## src/rtl/config_chain_loader_if.sv

```systemverilog
// Host-side word port of the configuration-chain loader.
// A word transfers on each rising edge where word_valid and word_ready are both high.
// The host holds word_in steady while word_valid is high and keeps it there until that edge.
// word_ready never depends on word_valid in the same cycle.
interface config_chain_loader_if #(
  parameter int WORD_W = 8
) ();
  logic [WORD_W-1:0] word_in;
  logic              word_valid;
  logic              word_ready;

  modport master (output word_in, output word_valid, input word_ready);
  modport slave  (input word_in, input word_valid, output word_ready);
endinterface

```

## src/rtl/config_chain_loader.sv

```systemverilog
// Writer end of the LUT configuration chain: serialises host words onto config_in/config_en,
// then recirculates the chain once and compares readback CRC against the loaded CRC.
module config_chain_loader #(
  parameter int CHAIN_LEN = 64,
  parameter int WORD_W    = 8,
  parameter int VERIFY_EN = 1
) (
  input  logic                  config_clk,
  input  logic                  config_rst,
  input  logic                  start,
  config_chain_loader_if.slave  host,
  output logic                  config_in,
  output logic                  config_en,
  input  logic                  config_out,
  output logic                  busy,
  output logic                  done,
  output logic                  error,
  output logic [15:0]           crc_out,
  output logic [1:0]            state_dbg
);

  localparam int NWORDS = (CHAIN_LEN + WORD_W - 1) / WORD_W;
  localparam int BW     = $clog2(CHAIN_LEN + 1);
  localparam int WW     = $clog2(NWORDS + 1);
  localparam int SW     = $clog2(WORD_W + 1);

  typedef enum logic [1:0] {
    IDLE   = 2'd0,
    LOAD   = 2'd1,
    VERIFY = 2'd2,
    DONE   = 2'd3
  } state_t;

  state_t            state;
  logic [WORD_W-1:0] sreg;
  logic [SW-1:0]     sbits;
  logic [BW-1:0]     bit_cnt;
  logic [WW-1:0]     word_cnt;
  logic [15:0]       crc_ld;
  logic [15:0]       crc_rb;

  logic load_shift;
  logic accept;
  logic last_bit;

  function automatic logic [15:0] crc_step(input logic [15:0] crc, input logic din);
    logic fb;
    fb = crc[15] ^ din;
    return {crc[14:0], 1'b0} ^ (fb ? 16'h1021 : 16'h0000);
  endfunction

  // A new word is taken while the last bit of the current one shifts, so loads run without bubbles.
  assign host.word_ready = (state == LOAD) && (sbits <= SW'(1)) && (word_cnt < WW'(NWORDS));
  assign accept          = host.word_valid && host.word_ready;
  assign load_shift      = (state == LOAD) && (sbits != '0);
  assign last_bit        = (bit_cnt == BW'(CHAIN_LEN - 1));

  // In VERIFY the tail feeds straight back into the head, keeping the loop exactly CHAIN_LEN long.
  assign config_en = load_shift || (state == VERIFY);
  assign config_in = (state == VERIFY) ? config_out : (load_shift && sreg[0]);
  assign state_dbg = state;

  always_ff @(posedge config_clk) begin
    if (config_rst) begin
      state    <= IDLE;
      sreg     <= '0;
      sbits    <= '0;
      bit_cnt  <= '0;
      word_cnt <= '0;
      crc_ld   <= '0;
      crc_rb   <= '0;
      busy     <= 1'b0;
      done     <= 1'b0;
      error    <= 1'b0;
      crc_out  <= '0;
    end else begin
      done <= 1'b0;
      case (state)
        IDLE: begin
          if (start) begin
            state    <= LOAD;
            busy     <= 1'b1;
            sbits    <= '0;
            bit_cnt  <= '0;
            word_cnt <= '0;
            crc_ld   <= 16'hFFFF;
            crc_rb   <= 16'hFFFF;
            error    <= 1'b0;
          end
        end
        LOAD: begin
          if (accept) begin
            word_cnt <= word_cnt + 1'b1;
          end
          if (load_shift) begin
            crc_ld  <= crc_step(crc_ld, sreg[0]);
            bit_cnt <= bit_cnt + 1'b1;
            sreg    <= sreg >> 1;
            sbits   <= sbits - 1'b1;
          end
          if (accept) begin
            sreg  <= host.word_in;
            sbits <= SW'(WORD_W);
          end
          // Upper bits of a partial final word are dropped here and never reach the chain.
          if (load_shift && last_bit) begin
            sbits <= '0;
            if (VERIFY_EN != 0) begin
              state   <= VERIFY;
              bit_cnt <= '0;
            end else begin
              state   <= DONE;
              busy    <= 1'b0;
              done    <= 1'b1;
              error   <= 1'b0;
              crc_out <= crc_step(crc_ld, sreg[0]);
            end
          end
        end
        VERIFY: begin
          crc_rb  <= crc_step(crc_rb, config_out);
          bit_cnt <= bit_cnt + 1'b1;
          if (last_bit) begin
            state   <= DONE;
            busy    <= 1'b0;
            done    <= 1'b1;
            error   <= (crc_step(crc_rb, config_out) != crc_ld);
            crc_out <= crc_ld;
          end
        end
        DONE: begin
          state <= IDLE;
        end
        default: begin
          state <= IDLE;
        end
      endcase
    end
  end

endmodule

```

## src/flat_wrapper.sv

```systemverilog
// flat-port wrapper written by rule: the top's interface ports become plain ports
module config_chain_loader_flat 
#(
  parameter int CHAIN_LEN = 64,
  parameter int WORD_W    = 8,
  parameter int VERIFY_EN = 1
)
  (config_clk, config_rst, start, config_in, config_en, config_out, busy, done, error, crc_out, state_dbg, host_word_in, host_word_valid, host_word_ready);
  config_chain_loader_if #(.WORD_W(WORD_W)) host_i ();
  input  logic config_clk;
  input  logic config_rst;
  input  logic start;
  output logic config_in;
  output logic config_en;
  input  logic config_out;
  output logic busy;
  output logic done;
  output logic error;
  output logic [15:0] crc_out;
  output logic [1:0] state_dbg;
  input wire logic [$bits(host_i.word_in)-1:0] host_word_in;
  input wire logic [$bits(host_i.word_valid)-1:0] host_word_valid;
  output wire logic [$bits(host_i.word_ready)-1:0] host_word_ready;
  assign host_i.word_in = host_word_in;
  assign host_i.word_valid = host_word_valid;
  assign host_word_ready = host_i.word_ready;
  config_chain_loader #(.CHAIN_LEN(CHAIN_LEN), .WORD_W(WORD_W), .VERIFY_EN(VERIFY_EN)) u_core (.config_clk(config_clk), .config_rst(config_rst), .start(start), .host(host_i), .config_in(config_in), .config_en(config_en), .config_out(config_out), .busy(busy), .done(done), .error(error), .crc_out(crc_out), .state_dbg(state_dbg));
endmodule
```

## config.mk

```make
export PLATFORM = sky130hd
export DESIGN_NAME = config_chain_loader_flat
export DESIGN_NICKNAME = d
export VERILOG_FILES = /design/src/rtl/config_chain_loader_if.sv /design/src/rtl/config_chain_loader.sv /design/src/flat_wrapper.sv
export SDC_FILE = /design/constraint.sdc
export NUM_CORES = 1
export LEC_CHECK = 0
export BUFFER_PORTS_ARGS = -buffer_cell sky130_fd_sc_hd__buf_2
export CAP_MARGIN = 5
export CORE_MARGIN = 2
export CORE_UTILIZATION = 52
export DETAILED_ROUTE_END_ITERATION = 10
export PLACE_DENSITY_LB_ADDON = 0.25
export SLEW_MARGIN = 20
export SYNTH_ARGS = -nofsm -noshare
export SYNTH_HDL_FRONTEND = slang
export SYNTH_SLANG_ARGS = --single-unit
```

## constraint.sdc

```tcl
create_clock -name config_clk -period 1.9 [get_ports config_clk]
set_input_delay 0.19 -clock config_clk [delete_from_list [all_inputs] [get_ports config_clk]]
set_output_delay 0.19 -clock config_clk [all_outputs]
set_load 0.01 [all_outputs]
```

# After elaboration in Yosys (flattened, before gate mapping)
# Index checks and enable logic that the tools add are counted.
# op_classes
eq_ne,12
bitwise,5
mux,31
n_lt_le_gt_ge,2
addsub,3
reduce_logical,23
# op_table
operator,n
16-bit case mux with 2 select lines,2
16-bit 2-to-1 mux,2
13-bit 2-to-1 mux,2
7-bit 2-to-1 mux,3
7-bit case mux with 3 select lines,1
4-bit 2-to-1 mux,5
3-bit AND reduction,6
8-bit 2-to-1 mux,2
16-bit inequality test,1
4-bit case mux with 2 select lines,2
16-bit by 13-bit XOR with 16-bit output,1
16-bit XOR,1
2-bit case mux with 4 select lines,1
"7-bit by 1-bit adder with 7-bit output, second input constant",1
"7-bit by 6-bit equality test with 1-bit output, second input constant",1
1-bit logical AND,6
1-bit 2-to-1 mux,6
2-bit 2-to-1 mux,3
"2-bit by 1-bit inequality test with 1-bit output, second input constant",3
2-bit AND reduction,3
2-bit nonzero test,3
"4-bit by 1-bit adder with 4-bit output, second input constant",1
"2-bit equality test, second input constant",2
"4-bit by 1-bit less-or-equal comparator with 1-bit output, second input constant",1
14 further kinds,17
# word_totals
input_bits,13
word_cells,87
reg_bits,76
output_inout_bits,24

# Longest topological paths before layout
# Gate-level depths: netlist of run 1.
# logic_depth
ltp_word,7
mapped_depth,9
depth_no_buf,7

# Worst setup path before layout of run 1
# Ideal clock, no wire load.
# synth_timing
path_type,reg2reg
start,"register u_core.state[0], in the netlist u_core.state_dbg[0]"
end,register u_core.sbits[2]
setup_slack_ns,-0.067
setup_ns,0.074
period_less_slack_ns,1.967
n_path_buf,0
path_stages_with_launch,7
arrival_time_ns,1.893
t_required_ns,1.826
cell_sequence,dfxtp_1 inv_1 ha_1 mux2i_1 or2_1 or4_1 a31oi_1
# synth_via
elab_chain_len,7
elab_cells_between_ends,14
classes_between,3 x eq/ne; 3 x mux; 8 x reduce/logical
# synth_rtl
element,line,source
start: declaration,config_chain_loader.sv:34,state_t state;
start signal: assignment,config_chain_loader.sv:65,state <= IDLE;
start signal: assignment,config_chain_loader.sv:81,state <= LOAD;
start signal: assignment,config_chain_loader.sv:109,state <= VERIFY;
2-bit by 1-bit equality test with 1-bit output,"config_chain_loader.sv:53, config_chain_loader.sv:55, config_chain_loader.sv:78",
1-bit logical AND (2 in series),config_chain_loader.sv:53,assign host.word_ready = (state == LOAD) && (sbits <= SW'(1)) && (word_cnt < WW'(NWORDS));
1-bit logical AND,config_chain_loader.sv:54,assign accept = host.word_valid && host.word_ready;
4-bit 2-to-1 mux,config_chain_loader.sv:101,if (accept) begin
4-bit 2-to-1 mux,config_chain_loader.sv:106,if (load_shift && last_bit) begin
4-bit case mux with 2 select lines,config_chain_loader.sv:78,case (state)
end signal: assignment,config_chain_loader.sv:99,sbits <= sbits - 1'b1;
end signal: assignment,config_chain_loader.sv:103,sbits <= SW'(WORD_W);
end: declaration,config_chain_loader.sv:36,logic [SW-1:0] sbits;
# Parallel ways exist; a longest one is shown, timed or not.
# A chain may end at the register's enable or synchronous reset.

# Final worst setup path of run 1
# layout_timing
start,register u_core.sbits[1]
end,output port config_in
# layout_via
elab_chain_len,4
# layout_rtl
element,line,source
4-bit nonzero test,config_chain_loader.sv:55,assign load_shift = (state == LOAD) && (sbits != '0);
1-bit logical AND,config_chain_loader.sv:55,
1-bit logical AND,config_chain_loader.sv:60,assign config_in = (state == VERIFY) ? config_out : (load_shift && sreg[0]);
1-bit 2-to-1 mux,config_chain_loader.sv:60,
end: declaration,flat_wrapper.sv:13,output logic config_in;
# Every way passes these cells.

==> summary.md, run 1 <==
| Metric | Value |
|---|---|
| Cell variety after synth | 47 |
| Power per Cell Area | 1670 nW/um2 |
| Drc violations | 0 |
| Critical Path, Cell by Cell | inv_2 -> ha_4 -> or3b_4 -> buf_6 -> nand3_2 -> o21ai_2 -> buf_2 |
| Comb pwr share | 45.8% |
| Internal | 4.30 mW |
| R2r setup slk | 0 ns |
| Fmax achieved | 523 MHz |
| Share of cells above drive strength 1 | 24.8% |
| Setup Crit Path Kind | register to primary output |
| Hold Buf Count CTS | 0 |
| Min-delay worst type | input pin to register |
| Largest net degree at the start of global routing | 40 |
| Startpoint Class | register |
| Predominant post-synthesis flop cell | dfxtp_1 |
| R2R depth | 8 |
| Hold Path Cell Cnt | 3 |
| Die area | 7300 um2 |
| Final Cell Area | 4280 um2 |
| Final net count | 478 |
| Worst Path Max Fanout | 3 |
| Vias | 3068 |
| Vias in the first global route | 2775 |
| Worst EP arrival | 1.72 ns |
| Clock network power share | 20.0% |
| Switch share | 39.7% |
| Slowest CP cell | or3b_4 |
| Failing checks | setup timing |
| Hold path startpoint | host_word_in[7] |
| Routability cong. | 0.844 |
| Final period utilization | 101% |
| Skew final | 0.00764 ns |
| Peak VDD IR | 908 uV |
| Routed length per instance | 15.0 um |
| Fin. max-slew vios | 0 |
| Max clock buf depth | 2 |
| Buf/Inv on CP | 3 |
| Leak | 1.89 nW |
| Crit. End Element | primary output |
| Placed Instance Area | 3810 um2 |
| Fillcell total | 515 |
| Clock latency on the worst-skew pair | 0.35 ns |
| H-Tree Depth | 3 |
| Die height | 85.4 um |
| Relative slew slack | 71.3% |
| Cells after Synth | 400 |
| Status | complete, but fails checks |
| CTS Sinks | 76 |
| Number of synthesized register bits | 76 |
| Die X | 85.4 um |
| Fin crit period | 1.91 ns |
| Seq/Total Area, Yosys | 44.1% |
| Clk root buf | clkbuf_8 |
| # diodes | 0 |
| DP Wirelength | 5210 um |
| Area grow syn2layout | 24.1% |
| Initial antenna violation count | 0 |
| Ys async rst share | 0% |
| Reg2reg start | u_core.sbits[1] |
| Max Cap Viol | 0 |
| Mean post-synth cell area | 8.62 um2 |
| Final worst slack | -0.0128 ns |
| Worst path required time | 1.71 ns |
| Drt pass-1 iters | 4 |
| Row count | 29 |
| Final hold violations | 0 |
| Tot Pwr | 7.13 mW |
| TritonCTS Buffers | 9 |
| Number of buffers added on ports | 36 |
| Hold worst-path end | u_core.sreg[7] |
| First-pass GRT wire length | 12800 um |
| DR iter-0 viols | 129 |
| R2R Path End | u_core.sbits[2] |
| Starting Density | 54.0% |
| TNS Setup | -0.0214 ns |
| CP top delay family | simple AND/OR/NAND/NOR gates |
| Post-synth EDFFs | 0 |
| WL final | 8060 um |
| Synthesized area | 3450 um2 |
| Total core area | 6390 um2 |
| Grt total ovfl | 0 |
| Seq pwr share | 34.2% |
| Via-per-instance ratio | 5.71 |
| Total I/O pin count | 37 |
| Clock slew at reported path FFs | 0.08 ns |
| Total Routing Usage GR | 21.7% |
| Synth Net Count | 423 |
| Switching pwr | 2.83 mW |
| Antenna viol nets, final | 0 |
| RSZ-0062 raised after global routing | yes |
| Largest stage delay on the critical path | 0.41 ns |
| Final setup viols | 3 |
| Synth warn | 0 |
| Worst Tran Pin Value | 0.429 ns |
| TritonCTS clock tree | yes |
-- worst max-delay path by stage --
stage | startpoint | end | slack, ns | cells past startpoint
after global placement | u_core.sbits[1] | u_core.bit_cnt[4] | 0.03 | 7
final | u_core.sbits[1] | config_in | -0.01 | 7
after global routing | u_core.sbits[1] | u_core.sbits[2] | -0.07 | 7
after floorplan | u_core.state_dbg[0] | u_core.sbits[2] | -0.04 | 6
after CTS | u_core.sbits[1] | u_core.sbits[2] | 0.004 | 8
after detailed placement | u_core.sbits[1] | u_core.bit_cnt[5] | -0.07 | 7
-- worst register-to-register path, delay by kind of cell (launching register included) --
family	cells	cell delay, ns
AND/OR/NAND/NOR	3	0.76
AO/OA/AOI/OAI	2	0.39
flip-flops	1	0.35
buffers and inverters	2	0.18
adder cells (fa/ha/maj)	1	0.15
-- sequential cells by signal, indices dropped and copies added (netlist names) --
name              count
u_core.error          1
u_core.done           1
u_core.bit_cnt        7
u_core.sreg           8
u_core.crc_ld        16
u_core.busy           1
u_core.state_dbg      2
u_core.word_cnt       4
u_core.crc_rb        16
u_core.crc_out       16
u_core.sbits          4
-- power groups by stage --
stage	clock network (mW)	logic, mW	registers (mW)
finish	1.43	3.26	2.44
global route	1.51	3.61	2.49
CTS	1.44	2.93	2.42
detailed placement	0	2.68	2.45
global placement	0	2.62	2.43
floorplan	0	1.93	2.35
-- cell usage in the layout, fill, tap and decap left out, types with 3 or more instances in the layout --
master,n
dfxtp_1,73
nor2_1,71
buf_2,35
buf_4,26
nand2_1,22
a311oi_1,21
inv_1,20
o22ai_1,16
a21oi_1,16
mux2i_1,16
xor2_1,15
nand3_1,14
o21ai_0,9
clkbuf_8,9
xnor2_1,8
buf_6,6
a31oi_1,5
ha_1,5
nor3_1,4
or3_1,3
nand3b_1,3
a41oi_1,3
nor4_1,3
ha_4,3
inv_6,3
-- synth_stat cells, drive strengths merged, types with 2 or more instances --
library cell	n	area, um2
a21oi	16	80.1
xor2	15	131
a31oi	5	31.3
or3b	2	17.5
nor4	3	18.8
buf	7	42.5
or3	3	18.8
or2	2	12.5
nand2	25	101
nand3	17	95.1
mux2i	17	170
and3	2	12.5
o21ai	11	55.1
xnor2	8	70.1
nand3b	3	22.5
nor2	72	270
inv	22	82.6
o22ai	16	100
ha	10	125
nand4	2	12.5
nand2b	2	12.5
a311oi	23	201
clkbuf	19	71.3
dfxtp	76	1520
a41oi	3	26.3
nor3	4	20.0
and2	2	12.5
-- layer usage --
| layer | track usage, % | part of all wire, % | up-vias |
|---|---|---|---|
| met3 | 3.40 | 2.8 | 12 |
| met1 | 29.3 | 47 | 1479 |
| met5 | 0 | 0 | - |
| met2 | 34.5 | 48 | 59 |
| li1 | - | - | 1518 |
| met4 | 9.52 | 1.8 | 0 |
-- cell families after synthesis --
family | after synthesis | synth area share, %
compound gates | 82 | 16.3
xor+xnor | 23 | 5.84
fa+ha+maj | 10 | 3.63
buf+inv | 48 | 5.70
flops | 76 | 44.1
mux | 17 | 4.93
simple gates | 144 | 19.5
-- area by class of cell --
type	count	area (um2)	area share, %
inverter	22	82.6	1.93
multi-input combinational	276	1840	43.0
clock inverter	7	105	2.46
tap	77	96.3	2.25
timing repair buffer	70	503	11.8
sequential	76	1530	35.7
clock buffer	9	124	2.90
-- per-stage QoR --
step                      setup WS, ns  hold WS [ns]  instances  utilization (%)
after floorplan                -0.0384         0.338        400                -
after global placement          0.0302         0.456        509             59.6
after detailed placement       -0.0661         0.467        509             59.6
after CTS                      0.00354         0.127        532             64.9
after global routing           -0.0658         0.139        537             67.0
final                          -0.0128         0.131        537             67.0
-- timing repair --
item | 4_1_cts | 5_1_grt
gates cloned | 0 | 1
setup buffers | 7 | 4
pin swaps | 6 | 10
endpoints found under the setup margin | 16 | 44
gates resized for setup | 18 | 18
Power figures use the tool's default switching activity.
==> run 2: changes to the inputs <==
--- a/config.mk
+++ b/config.mk
@@ -11,6 +11,7 @@
 export CORE_UTILIZATION = 52
 export DETAILED_ROUTE_END_ITERATION = 10
 export PLACE_DENSITY_LB_ADDON = 0.25
+export SETUP_SLACK_MARGIN = 0.05
 export SLEW_MARGIN = 20
 export SYNTH_ARGS = -nofsm -noshare
 export SYNTH_HDL_FRONTEND = slang
==> summary.md, run 2 (same netlist as run 1, synthesis figures left out) <==
| Metric | Value |
|---|---|
| Startpoint Class | register |
| WL final | 8350 um |
| Peak VDD IR | 844 uV |
| Routed length per instance | 15.5 um |
| CP top delay family | simple AND/OR/NAND/NOR gates |
| Final period utilization | 102% |
| Fin crit period | 1.93 ns |
| Worst Tran Pin Value | 0.464 ns |
| # diodes | 0 |
| Clock slew at reported path FFs | 0.09 ns |
| Total Routing Usage GR | 21.3% |
| Die X | 85.4 um |
| Top flop regs | u_core.crc_ld x16, u_core.crc_out x16, u_core.crc_rb x16 |
| TritonCTS clock tree | yes |
| Crit. End Element | primary output |
| Die area | 7300 um2 |
| Critical Path, Cell by Cell | inv_4 -> ha_4 -> or3b_4 -> buf_8 -> nand3_2 -> o21ai_2 -> buf_2 |
| Worst Path Max Fanout | 3 |
| Skew final | 0.00777 ns |
| Number of buffers added on ports | 36 |
| Commonest non-fill, non-tap cell in the layout | dfxtp_1 |
| Failing checks | setup timing |
| Worst EP arrival | 1.74 ns |
| Reg2reg start | u_core.sbits[1] |
| Drt pass-1 iters | 5 |
| Buf/Inv on CP | 3 |
| RSZ-0062 raised after global routing | yes |
| Hold path startpoint | host_word_in[2] |
| Clk root buf | clkbuf_8 |
| Area grow syn2layout | 27.4% |
| Grt total ovfl | 0 |
| Total core area | 6390 um2 |
| Worst Setup SP | u_core.sbits[1] |
| Slowest CP cell | or3b_4 |
| Drc violations | 0 |
| Max Cap Viol | 0 |
| Vias | 3052 |
| Antenna viol nets, final | 0 |
| Share of cells above drive strength 1 | 27.6% |
| TritonCTS Buffers | 9 |
| Largest stage delay on the critical path | 0.40 ns |
| CTS Sinks | 76 |
| Power per Cell Area | 1650 nW/um2 |
| Fin. max-slew vios | 0 |
| Die height | 85.4 um |
| Leak | 1.90 nW |
| Initial antenna violation count | 0 |
| Most frequent cells in the layout | 72 x dfxtp_1, 71 x nor2_1, 35 x buf_2 |
| Setup Crit Path Kind | register to primary output |
| Final setup viols | 1 |
| TNS Setup | -0.0289 ns |
| Final hold violations | 0 |
| DR iter-0 viols | 150 |
| Fmax achieved | 518 MHz |
| Row count | 29 |
| Clock latency on the worst-skew pair | 0.34 ns |
| Largest net degree at the start of global routing | 41 |
| Final net count | 478 |
| DP Wirelength | 4930 um |
| First-pass GRT wire length | 12400 um |
| Starting Density | 54.0% |
| Max clock buf depth | 2 |
| Status | complete, but fails checks |
| Via-per-instance ratio | 5.68 |
| H-Tree Depth | 3 |
| Relative slew slack | 69.1% |
| Total I/O pin count | 37 |
| Min-delay worst type | input pin to register |
| Final worst slack | -0.0289 ns |
| Worst path required time | 1.71 ns |
| Routability cong. | 0.868 |
| Vias in the first global route | 2700 |
| Place WS | -0.0277 ns |
-- run 2: worst reg2reg max path: cells and delay by family, from the launching register on --
family	cells	cell delay (ns)
and+or+nand+nor	4	0.98
AOI/OAI and AO/OA	1	0.14
adders and majority gates	1	0.14
buffers and inverters	2	0.22
DFF	1	0.35
-- run 2: path summary, 6_finish.rpt --
path                                          end  slack (ns)  depth (start not counted)
worst max-delay path                    config_in       -0.03                          7
worst min-delay path               u_core.sreg[2]        0.13                          3
worst max register to register    u_core.sbits[2]        0.01                          8
worst min register to register  u_core.bit_cnt[1]        0.48                          2
-- run 2: layout make-up --
cell class / count / area [um2]
timing repair buffer: 69 / 541
sequential: 76 / 1530
multi-input combinational: 277 / 1930
fill: 501 / 1990
inverter: 22 / 87.6
clock inverter: 7 / 80.1
clock buffer: 9 / 124
tap: 77 / 96.3
-- run 2: where the power goes --
| part | switching, mW | internal [mW] | leakage [nW] |
|---|---|---|---|
| Clock | 0.652 | 0.625 | 0.0973 |
| Combinational | 1.85 | 1.68 | 1.18 |
| Sequential | 0.438 | 2.00 | 0.625 |
| Total | 2.94 | 4.31 | 1.90 |
-- run 2: per-layer routing --
layer / global-route usage, % / up-vias / wire length, um
met5: 0 / - / 0
met4: 7.50 / 0 / 66
met3: 3.31 / 7 / 352
met2: 33.9 / 71 / 4030
met1: 29.5 / 1454 / 3900
li1: - / 1520 / -
-- run 2: per-stage QoR --
stage	util, %	power, mW	std cells	instance area, um2	hold WS [ns]
after floorplan	-	4.30	400	3460	0.338
after global placement	59.5	5.02	507	3800	0.459
after detailed placement	59.5	5.09	507	3800	0.466
after CTS	64.7	6.65	528	4130	0.124
after global routing	68.8	7.74	537	4390	0.148
final	68.8	7.25	537	4390	0.134
-- run 2: what timing repair did --
| item | in CTS | in global routing |
|---|---|---|
| hold endpoints to repair | 0 | 0 |
| resized for setup | 22 | 40 |
| endpoints found under the setup margin | 16 | 51 |
| pin swaps | 5 | 21 |
| setup buffers | 5 | 6 |
| gates cloned | 0 | 3 |
| hold buffers | 0 | 0 |
